$ cat config.mk
export PLATFORM = sky130hd
export DESIGN_NAME = rsa_stream_wrapper
export DESIGN_NICKNAME = d
export VERILOG_FILES = /design/src/rtl/rsa_wrapper_pkg.sv /design/src/rtl/rsa_avm_byte_io.sv /design/src/rtl/rsa_stream_wrapper.sv
export SDC_FILE = /design/constraint.sdc
export NUM_CORES = 2
export LEC_CHECK = 0
export CORE_AREA = 2 2 433 435
export CTS_BUF_LIST = sky130_fd_sc_hd__clkbuf_4 sky130_fd_sc_hd__clkbuf_8 sky130_fd_sc_hd__clkbuf_16
export DETAILED_ROUTE_END_ITERATION = 8
export DIE_AREA = 0 0 435 437
export PLACE_DENSITY = 0.54
export SKIP_CTS_REPAIR_TIMING = 1
export SYNTH_ARGS = -nofsm -noshare
export SYNTH_HDL_FRONTEND = slang
export SYNTH_SLANG_ARGS = --single-unit
$ cat constraint.sdc
create_clock -name avm_clk -period 3.4 [get_ports avm_clk]
set_clock_uncertainty 0.2 [all_clocks]
set_input_delay 0.51 -clock avm_clk [delete_from_list [all_inputs] [get_ports avm_clk]]
set_output_delay 0.51 -clock avm_clk [all_outputs]
set_load 0.05 [all_outputs]
$ cat src/rtl/rsa_wrapper_pkg.sv
// Shared constants and FSM state encoding for the RSA streaming wrapper.
package rsa_wrapper_pkg;

    localparam logic [4:0] RX_BASE     = 5'd0;
    localparam logic [4:0] TX_BASE     = 5'd4;
    localparam logic [4:0] STATUS_BASE = 5'd8;

    localparam int RX_OK_BIT = 7;
    localparam int TX_OK_BIT = 6;

    typedef enum logic [2:0] {
        Q_RX,
        RD_RX,
        START,
        WAIT,
        Q_TX,
        WR_TX
    } state_t;

endpackage

$ cat src/rtl/rsa_avm_byte_io.sv
// Single-transaction Avalon-MM master: owns strobes and address, holds them
// through waitrequest, and reports completion in the cycle the slave accepts.
module rsa_avm_byte_io
    import rsa_wrapper_pkg::*;
(
    input  logic        avm_clk,
    input  logic        avm_rst,
    input  logic        req,
    input  logic        req_write,
    input  logic [4:0]  req_addr,
    input  logic [31:0] req_wdata,
    output logic        done,
    output logic [7:0]  rd_byte,
    output logic        rx_ok,
    output logic        tx_ok,
    output logic [4:0]  avm_address,
    output logic        avm_read,
    input  logic [31:0] avm_readdata,
    output logic        avm_write,
    output logic [31:0] avm_writedata,
    input  logic        avm_waitrequest
);

    logic busy;
    logic unused_rdata_hi;

    assign busy    = avm_read | avm_write;
    assign done    = busy & ~avm_waitrequest;
    assign rd_byte = avm_readdata[7:0];
    assign rx_ok   = avm_readdata[RX_OK_BIT];
    assign tx_ok   = avm_readdata[TX_OK_BIT];
    assign unused_rdata_hi = ^avm_readdata[31:8];

    // A new request is taken when idle or in the same cycle the current one
    // completes, so polling runs back-to-back without a dead cycle.
    always_ff @(posedge avm_clk) begin
        if (avm_rst) begin
            avm_read      <= 1'b1;
            avm_write     <= 1'b0;
            avm_address   <= STATUS_BASE;
            avm_writedata <= '0;
        end else if (!(busy && avm_waitrequest)) begin
            if (req) begin
                avm_read      <= ~req_write;
                avm_write     <= req_write;
                avm_address   <= req_addr;
                avm_writedata <= req_wdata;
            end else begin
                avm_read  <= 1'b0;
                avm_write <= 1'b0;
            end
        end
    end

endmodule

$ cat src/rtl/rsa_stream_wrapper.sv
// Streams RSA key and ciphertext blocks from an Avalon UART into an external
// modexp core and writes the plaintext bytes back out.
//
//   state | meaning
//   Q_RX  | polling STATUS for RX_OK, inactivity timeout running
//   RD_RX | reading one byte from RX
//   START | one-cycle core_start pulse
//   WAIT  | waiting for core_finished
//   Q_TX  | polling STATUS for TX_OK
//   WR_TX | writing one plaintext byte to TX
module rsa_stream_wrapper
    import rsa_wrapper_pkg::*;
#(
    parameter int KEY_BITS       = 256,
    parameter int OUT_BYTES      = KEY_BITS/8 - 1,
    parameter int TIMEOUT_CYCLES = 32768,
    parameter int KEY_PERSIST    = 0
) (
    input  logic                avm_clk,
    input  logic                avm_rst,
    output logic [4:0]          avm_address,
    output logic                avm_read,
    input  logic [31:0]         avm_readdata,
    output logic                avm_write,
    output logic [31:0]         avm_writedata,
    input  logic                avm_waitrequest,
    output logic                core_start,
    output logic [KEY_BITS-1:0] core_a,
    output logic [KEY_BITS-1:0] core_d,
    output logic [KEY_BITS-1:0] core_n,
    input  logic [KEY_BITS-1:0] core_result,
    input  logic                core_finished,
    output logic                key_loaded,
    output logic [15:0]         block_count
);

    localparam int KEY_BYTES = KEY_BITS / 8;
    localparam int BC_W      = $clog2(2*KEY_BYTES + 1);
    localparam int TO_W      = $clog2(TIMEOUT_CYCLES + 1);

    state_t              state;
    logic [KEY_BITS-1:0] n_reg, d_reg, ct_reg, res_reg;
    logic [BC_W-1:0]     byte_cnt;
    logic [TO_W-1:0]     to_cnt;

    logic        io_done, io_rx_ok, io_tx_ok;
    logic [7:0]  io_byte;
    logic        req, req_write;
    logic [4:0]  req_addr;
    logic [31:0] req_wdata;
    logic [7:0]  tx_byte;
    logic        timeout_hit, partial_blk, blk_last, tx_last;
    logic        unused_res;

    assign core_a = ct_reg;
    assign core_d = d_reg;
    assign core_n = n_reg;

    assign timeout_hit = to_cnt >= TO_W'(TIMEOUT_CYCLES - 1);
    assign partial_blk = key_loaded && (byte_cnt != '0);
    assign blk_last    = key_loaded && (byte_cnt == BC_W'(KEY_BYTES - 1));
    assign tx_last     = byte_cnt == BC_W'(OUT_BYTES - 1);

    // Result bytes above OUT_BYTES are held but never transmitted.
    assign unused_res = ^res_reg;

    rsa_avm_byte_io u_io (
        .avm_clk         (avm_clk),
        .avm_rst         (avm_rst),
        .req             (req),
        .req_write       (req_write),
        .req_addr        (req_addr),
        .req_wdata       (req_wdata),
        .done            (io_done),
        .rd_byte         (io_byte),
        .rx_ok           (io_rx_ok),
        .tx_ok           (io_tx_ok),
        .avm_address     (avm_address),
        .avm_read        (avm_read),
        .avm_readdata    (avm_readdata),
        .avm_write       (avm_write),
        .avm_writedata   (avm_writedata),
        .avm_waitrequest (avm_waitrequest)
    );

    always_comb begin
        tx_byte = '0;
        for (int i = 0; i < OUT_BYTES; i++) begin
            if (byte_cnt == BC_W'(i))
                tx_byte = res_reg[8*(OUT_BYTES-1-i) +: 8];
        end
    end

    // Next bus transaction, chosen from the transition the FSM is about to take.
    always_comb begin
        req       = 1'b0;
        req_write = 1'b0;
        req_addr  = STATUS_BASE;
        req_wdata = '0;
        case (state)
            Q_RX: begin
                if (io_done && io_rx_ok) begin
                    req      = 1'b1;
                    req_addr = RX_BASE;
                end else if (!(io_done && timeout_hit && partial_blk)) begin
                    req = 1'b1;
                end
            end
            RD_RX:   req = !(io_done && blk_last);
            WAIT:    req = core_finished;
            Q_TX: begin
                req = 1'b1;
                if (io_done && io_tx_ok) begin
                    req_write = 1'b1;
                    req_addr  = TX_BASE;
                    req_wdata = {24'b0, tx_byte};
                end
            end
            WR_TX:   req = 1'b1;
            default: req = 1'b0;
        endcase
    end

    always_ff @(posedge avm_clk) begin
        if (avm_rst) begin
            state       <= Q_RX;
            core_start  <= 1'b0;
            key_loaded  <= 1'b0;
            block_count <= '0;
            n_reg       <= '0;
            d_reg       <= '0;
            ct_reg      <= '0;
            res_reg     <= '0;
            byte_cnt    <= '0;
            to_cnt      <= '0;
        end else begin
            core_start <= 1'b0;
            case (state)
                Q_RX: begin
                    if (io_done && io_rx_ok) begin
                        state  <= RD_RX;
                        to_cnt <= '0;
                    end else if (io_done && timeout_hit) begin
                        to_cnt <= '0;
                        if (partial_blk) begin
                            state      <= START;
                            core_start <= 1'b1;
                            byte_cnt   <= '0;
                        end else if (!key_loaded || KEY_PERSIST == 0) begin
                            n_reg      <= '0;
                            d_reg      <= '0;
                            key_loaded <= 1'b0;
                            byte_cnt   <= '0;
                        end
                    end else if (to_cnt != TO_W'(TIMEOUT_CYCLES)) begin
                        to_cnt <= to_cnt + TO_W'(1);
                    end
                end
                RD_RX: begin
                    if (io_done) begin
                        state <= Q_RX;
                        if (!key_loaded) begin
                            if (byte_cnt < BC_W'(KEY_BYTES))
                                n_reg <= {n_reg[KEY_BITS-9:0], io_byte};
                            else
                                d_reg <= {d_reg[KEY_BITS-9:0], io_byte};
                            if (byte_cnt == BC_W'(2*KEY_BYTES - 1)) begin
                                key_loaded <= 1'b1;
                                byte_cnt   <= '0;
                            end else begin
                                byte_cnt <= byte_cnt + BC_W'(1);
                            end
                        end else begin
                            ct_reg <= {ct_reg[KEY_BITS-9:0], io_byte};
                            if (blk_last) begin
                                state      <= START;
                                core_start <= 1'b1;
                                byte_cnt   <= '0;
                            end else begin
                                byte_cnt <= byte_cnt + BC_W'(1);
                            end
                        end
                    end
                end
                START: state <= WAIT;
                WAIT: begin
                    if (core_finished) begin
                        res_reg <= core_result;
                        state   <= Q_TX;
                    end
                end
                Q_TX: begin
                    if (io_done && io_tx_ok)
                        state <= WR_TX;
                end
                WR_TX: begin
                    if (io_done) begin
                        if (tx_last) begin
                            state       <= Q_RX;
                            byte_cnt    <= '0;
                            block_count <= block_count + 16'd1;
                            ct_reg      <= '0;
                            to_cnt      <= '0;
                        end else begin
                            state    <= Q_TX;
                            byte_cnt <= byte_cnt + BC_W'(1);
                        end
                    end
                end
                default: state <= Q_RX;
            endcase
        end
    end

endmodule
==> flow_metrics.env <==
export IMPL_wl_per_cell_um=22.2
export IMPL_core_rowCount=158
export IMPL_p_seq_frac=0.417
export IMPL_crit_buf_inv=3
export IMPL_path_cells="inv_1 > ha_1 > nand2b_1 > buf_4 > a21oi_1 > a221o_1 > nor4b_1 > buf_4 > or4_1 > a31oi_1 > a221o_1"
export IMPL_antenna_found_initial=17
export IMPL_clock_root_buffer="clkbuf_16"
export IMPL_max_stage_delay_ns=0.48
export IMPL_maxCapViolations=0
export IMPL_cts_tree="done"
export IMPL_fmax_ghz=0.303
export IMPL_pwr_density_cell_nw_per_um2=510
export IMPL_cp_end_kind="register"
export IMPL_place_congestion=0.965
export IMPL_syn_avg_cell_area_um2=7.79
export IMPL_placedInstanceArea_um2=55800
export IMPL_hold_path_class="in2reg"
export IMPL_run_status="finished clean"
export IMPL_crit_family="simple AND/OR/NAND/NOR gates"
export IMPL_p_switching_mw=8.35
export IMPL_dp_hpwl_mm=147
export IMPL_path_class="reg2reg"
export IMPL_endpoint="u_io.avm_writedata[4]"
export IMPL_r2r_end="u_io.avm_writedata[4]"
export IMPL_drc=0
export IMPL_start_util=0.227
export IMPL_gr_total_overflow=0
export IMPL_critPathLaunchType="register"
export IMPL_vias=43042
export IMPL_clk_pin_slew_ns=0.06
export IMPL_p_int_mw=22.5
export IMPL_h_tree_depth=4
export IMPL_setup_viol=0
export IMPL_max_vdd_ir_drop_mv=0.367
export IMPL_die_y_um=437
export IMPL_design_die_area_um2=190000
export IMPL_maxSlewViolCount=0
export IMPL_swShare=0.271
export IMPL_vias_per_cell=4.83
export IMPL_timing_rr_start="byte_cnt[1]"
export IMPL_fin_crit_sh=0.971
export IMPL_clockPowerShare=0.473
export IMPL_die_w_um=435
export IMPL_p_leak_nw=19.4
export IMPL_p_comb_frac=0.110
export IMPL_crit_fanout=11
export IMPL_synth_seq_area_share=0.512
export IMPL_fin_tns_setup_ns=0
export IMPL_synth_warnings=0
export IMPL_syn_inst=5384
export IMPL_fin_area_um2=60500
export IMPL_drt_iter0_markers=3822
export IMPL_syn2layout_area_growth_pct=44.1
export IMPL_synth_edff_count=0
export IMPL_grt_usage=0.196
export IMPL_dr_pass1_iters=6
export IMPL_yosys_cell_types_count=84
export IMPL_ios=1117
export IMPL_rsz0062_at_grt="no"
export IMPL_grt_max_degree=235
export IMPL_yosys_register_bits=1072
export IMPL_coreArea_um2=185000
export IMPL_port_buffers=1057
export IMPL_rr_worst_depth=11
export IMPL_synth_area_um2=41900
export IMPL_r2r_slack_ns=0.1
export IMPL_hold_violations=0
export IMPL_drive_above_1_share=0.0784
export IMPL_cts_sinks=1072
export IMPL_cp_depth=11
export IMPL_relSlewSlack=0.162
export IMPL_critPathSlowestCell="nor4b_1"
export IMPL_numCtsBuffers=131
export IMPL_tightest_slew_ns=1.26
export IMPL_clock_latency_ns=0.78
export IMPL_grt_pass1_vias=40350
export IMPL_critPathLaunch="byte_cnt[1]"
export IMPL_critPathArrivalTime_ns=3.76
export IMPL_ant_nets=0
export IMPL_fin_crit_ns=3.30
export IMPL_grt_first_pass_wirelength_mm=281
export IMPL_worstPathRequired_ns=3.86
export IMPL_async_reset_ff_frac=0
export IMPL_routed_wl_mm=198
export IMPL_synth_flop_cell="dfxtp_1"
export IMPL_clockBufferDepth=3
export IMPL_nNetsFinal=6627
==> worst min-delay path, stage by stage <==
cell,delay [ns]
clkdlybuf4s50_1,0.39
nand2_1,0.05
a21oi_1,0.05
==> power groups by stage <==
| stage | combinational (mW) | sequential [mW] | clock, mW |
|---|---|---|---|
| after floorplan | 2.01 | 13.1 | 0 |
| after global placement | 3.35 | 13.1 | 0 |
| after detailed placement | 3.35 | 13.1 | 0 |
| after CTS | 3.36 | 12.8 | 14.9 |
| after global routing | 3.65 | 12.9 | 15.4 |
| final | 3.40 | 12.9 | 14.6 |
==> logic make-up (layout without fill, tap and decap cells) <==
| family | count (synthesis) | count (layout) | synth area share |
|---|---|---|---|
| flops | 1072 | 1072 | 0.512 |
| fa+ha+maj | 7 | 7 | 0.00209 |
| xor+xnor | 20 | 20 | 0.00418 |
| mux | 2 | 2 | 0.000507 |
| compound gates | 1310 | 1310 | 0.169 |
| simple gates | 2460 | 2461 | 0.258 |
| other cells | 1 | 37 | 0.0000894 |
| buf+inv | 512 | 1531 | 0.0540 |
==> metal layers <==
layer,up-vias,share of wire,GRT usage
li1,20358,-,-
met1,20707,0.40,0.236
met2,1610,0.48,0.326
met3,365,0.069,0.0461
met4,2,0.052,0.100
met5,-,0.000066,0
==> synth_stat cells, drive strengths merged, types with 7 or more instances <==
| cell type | instances | share of area |
|---|---|---|
| a211oi | 21 | 0.0038 |
| a21oi | 1071 | 0.13 |
| a221o | 8 | 0.0019 |
| a221oi | 25 | 0.0052 |
| a22oi | 11 | 0.0020 |
| a31oi | 11 | 0.0016 |
| and3 | 11 | 0.0016 |
| buf | 152 | 0.022 |
| clkbuf | 349 | 0.031 |
| dfxtp | 1072 | 0.51 |
| ha | 7 | 0.0021 |
| inv | 11 | 0.00098 |
| nand2 | 1369 | 0.12 |
| nand2b | 12 | 0.0018 |
| nand3 | 810 | 0.097 |
| nand4 | 17 | 0.0025 |
| nor2 | 121 | 0.012 |
| nor2b | 7 | 0.0010 |
| nor3 | 33 | 0.0042 |
| nor4 | 17 | 0.0033 |
| nor4b | 7 | 0.0023 |
| o211ai | 17 | 0.0030 |
| o21ai | 62 | 0.0075 |
| o221ai | 7 | 0.0015 |
| o22ai | 21 | 0.0033 |
| o31ai | 7 | 0.0013 |
| or3 | 15 | 0.0022 |
| xnor2 | 15 | 0.0031 |
==> placed cells by master (no fill, tap or decap), types with 12 or more instances in the layout <==
master	count
a211oi_1	21
a21oi_1	1070
a221oi_1	25
buf_12	48
buf_4	181
clkbuf_16	136
clkbuf_4	29
clkbuf_8	34
clkdlybuf4s50_1	1054
clkinv_2	13
conb_1	27
dfxtp_1	1072
nand2_1	1368
nand2b_1	12
nand3_1	809
nand4_1	17
nor2_1	114
nor3_1	31
nor4_1	15
o211ai_1	17
o21ai_0	57
o22ai_1	20
or3_1	14
xnor2_1	15
==> how the worst min path moves through the flow <==
stage | from | to | slack (ns) | cells past startpoint
global placement | core_n[254] | core_n[254] | 0.24 | 2
detailed placement | core_d[250] | core_d[250] | 0.24 | 2
CTS | avm_rst | res_reg[216] | -0.19 | 2
floorplan | res_reg[200] | res_reg[200] | 0.23 | 2
finish | core_result[77] | res_reg[77] | 0.07 | 3
global route | core_result[192] | res_reg[192] | 0.05 | 3
==> cell type report <==
type	instances	area [µm²]
sequential	1072	21500
tap	2480	3100
antenna	10	25.0
timing repair buffer	1285	12900
multi-input combinational	3827	18400
clock inverter	36	435
fill	19583	125000
clock buffer	199	4090
inverter	11	41.3
==> metrics by stage <==
| step | hold slack [ns] | util | power, mW | instances | setup slack (ns) |
|---|---|---|---|---|---|
| CTS | -0.192 | 0.326 | 31.1 | 8902 | 0.0749 |
| floorplan | 0.231 | - | 15.1 | 5410 | 0.617 |
| global placement | 0.239 | 0.302 | 16.5 | 8667 | -0.0577 |
| finish | 0.0747 | 0.327 | 30.8 | 8920 | 0.0988 |
| global route | 0.0486 | 0.327 | 31.9 | 8918 | 0.00403 |
| detailed placement | 0.243 | 0.302 | 16.5 | 8667 | -0.0507 |
No activity file was read; power rests on OpenSTA's default activity.
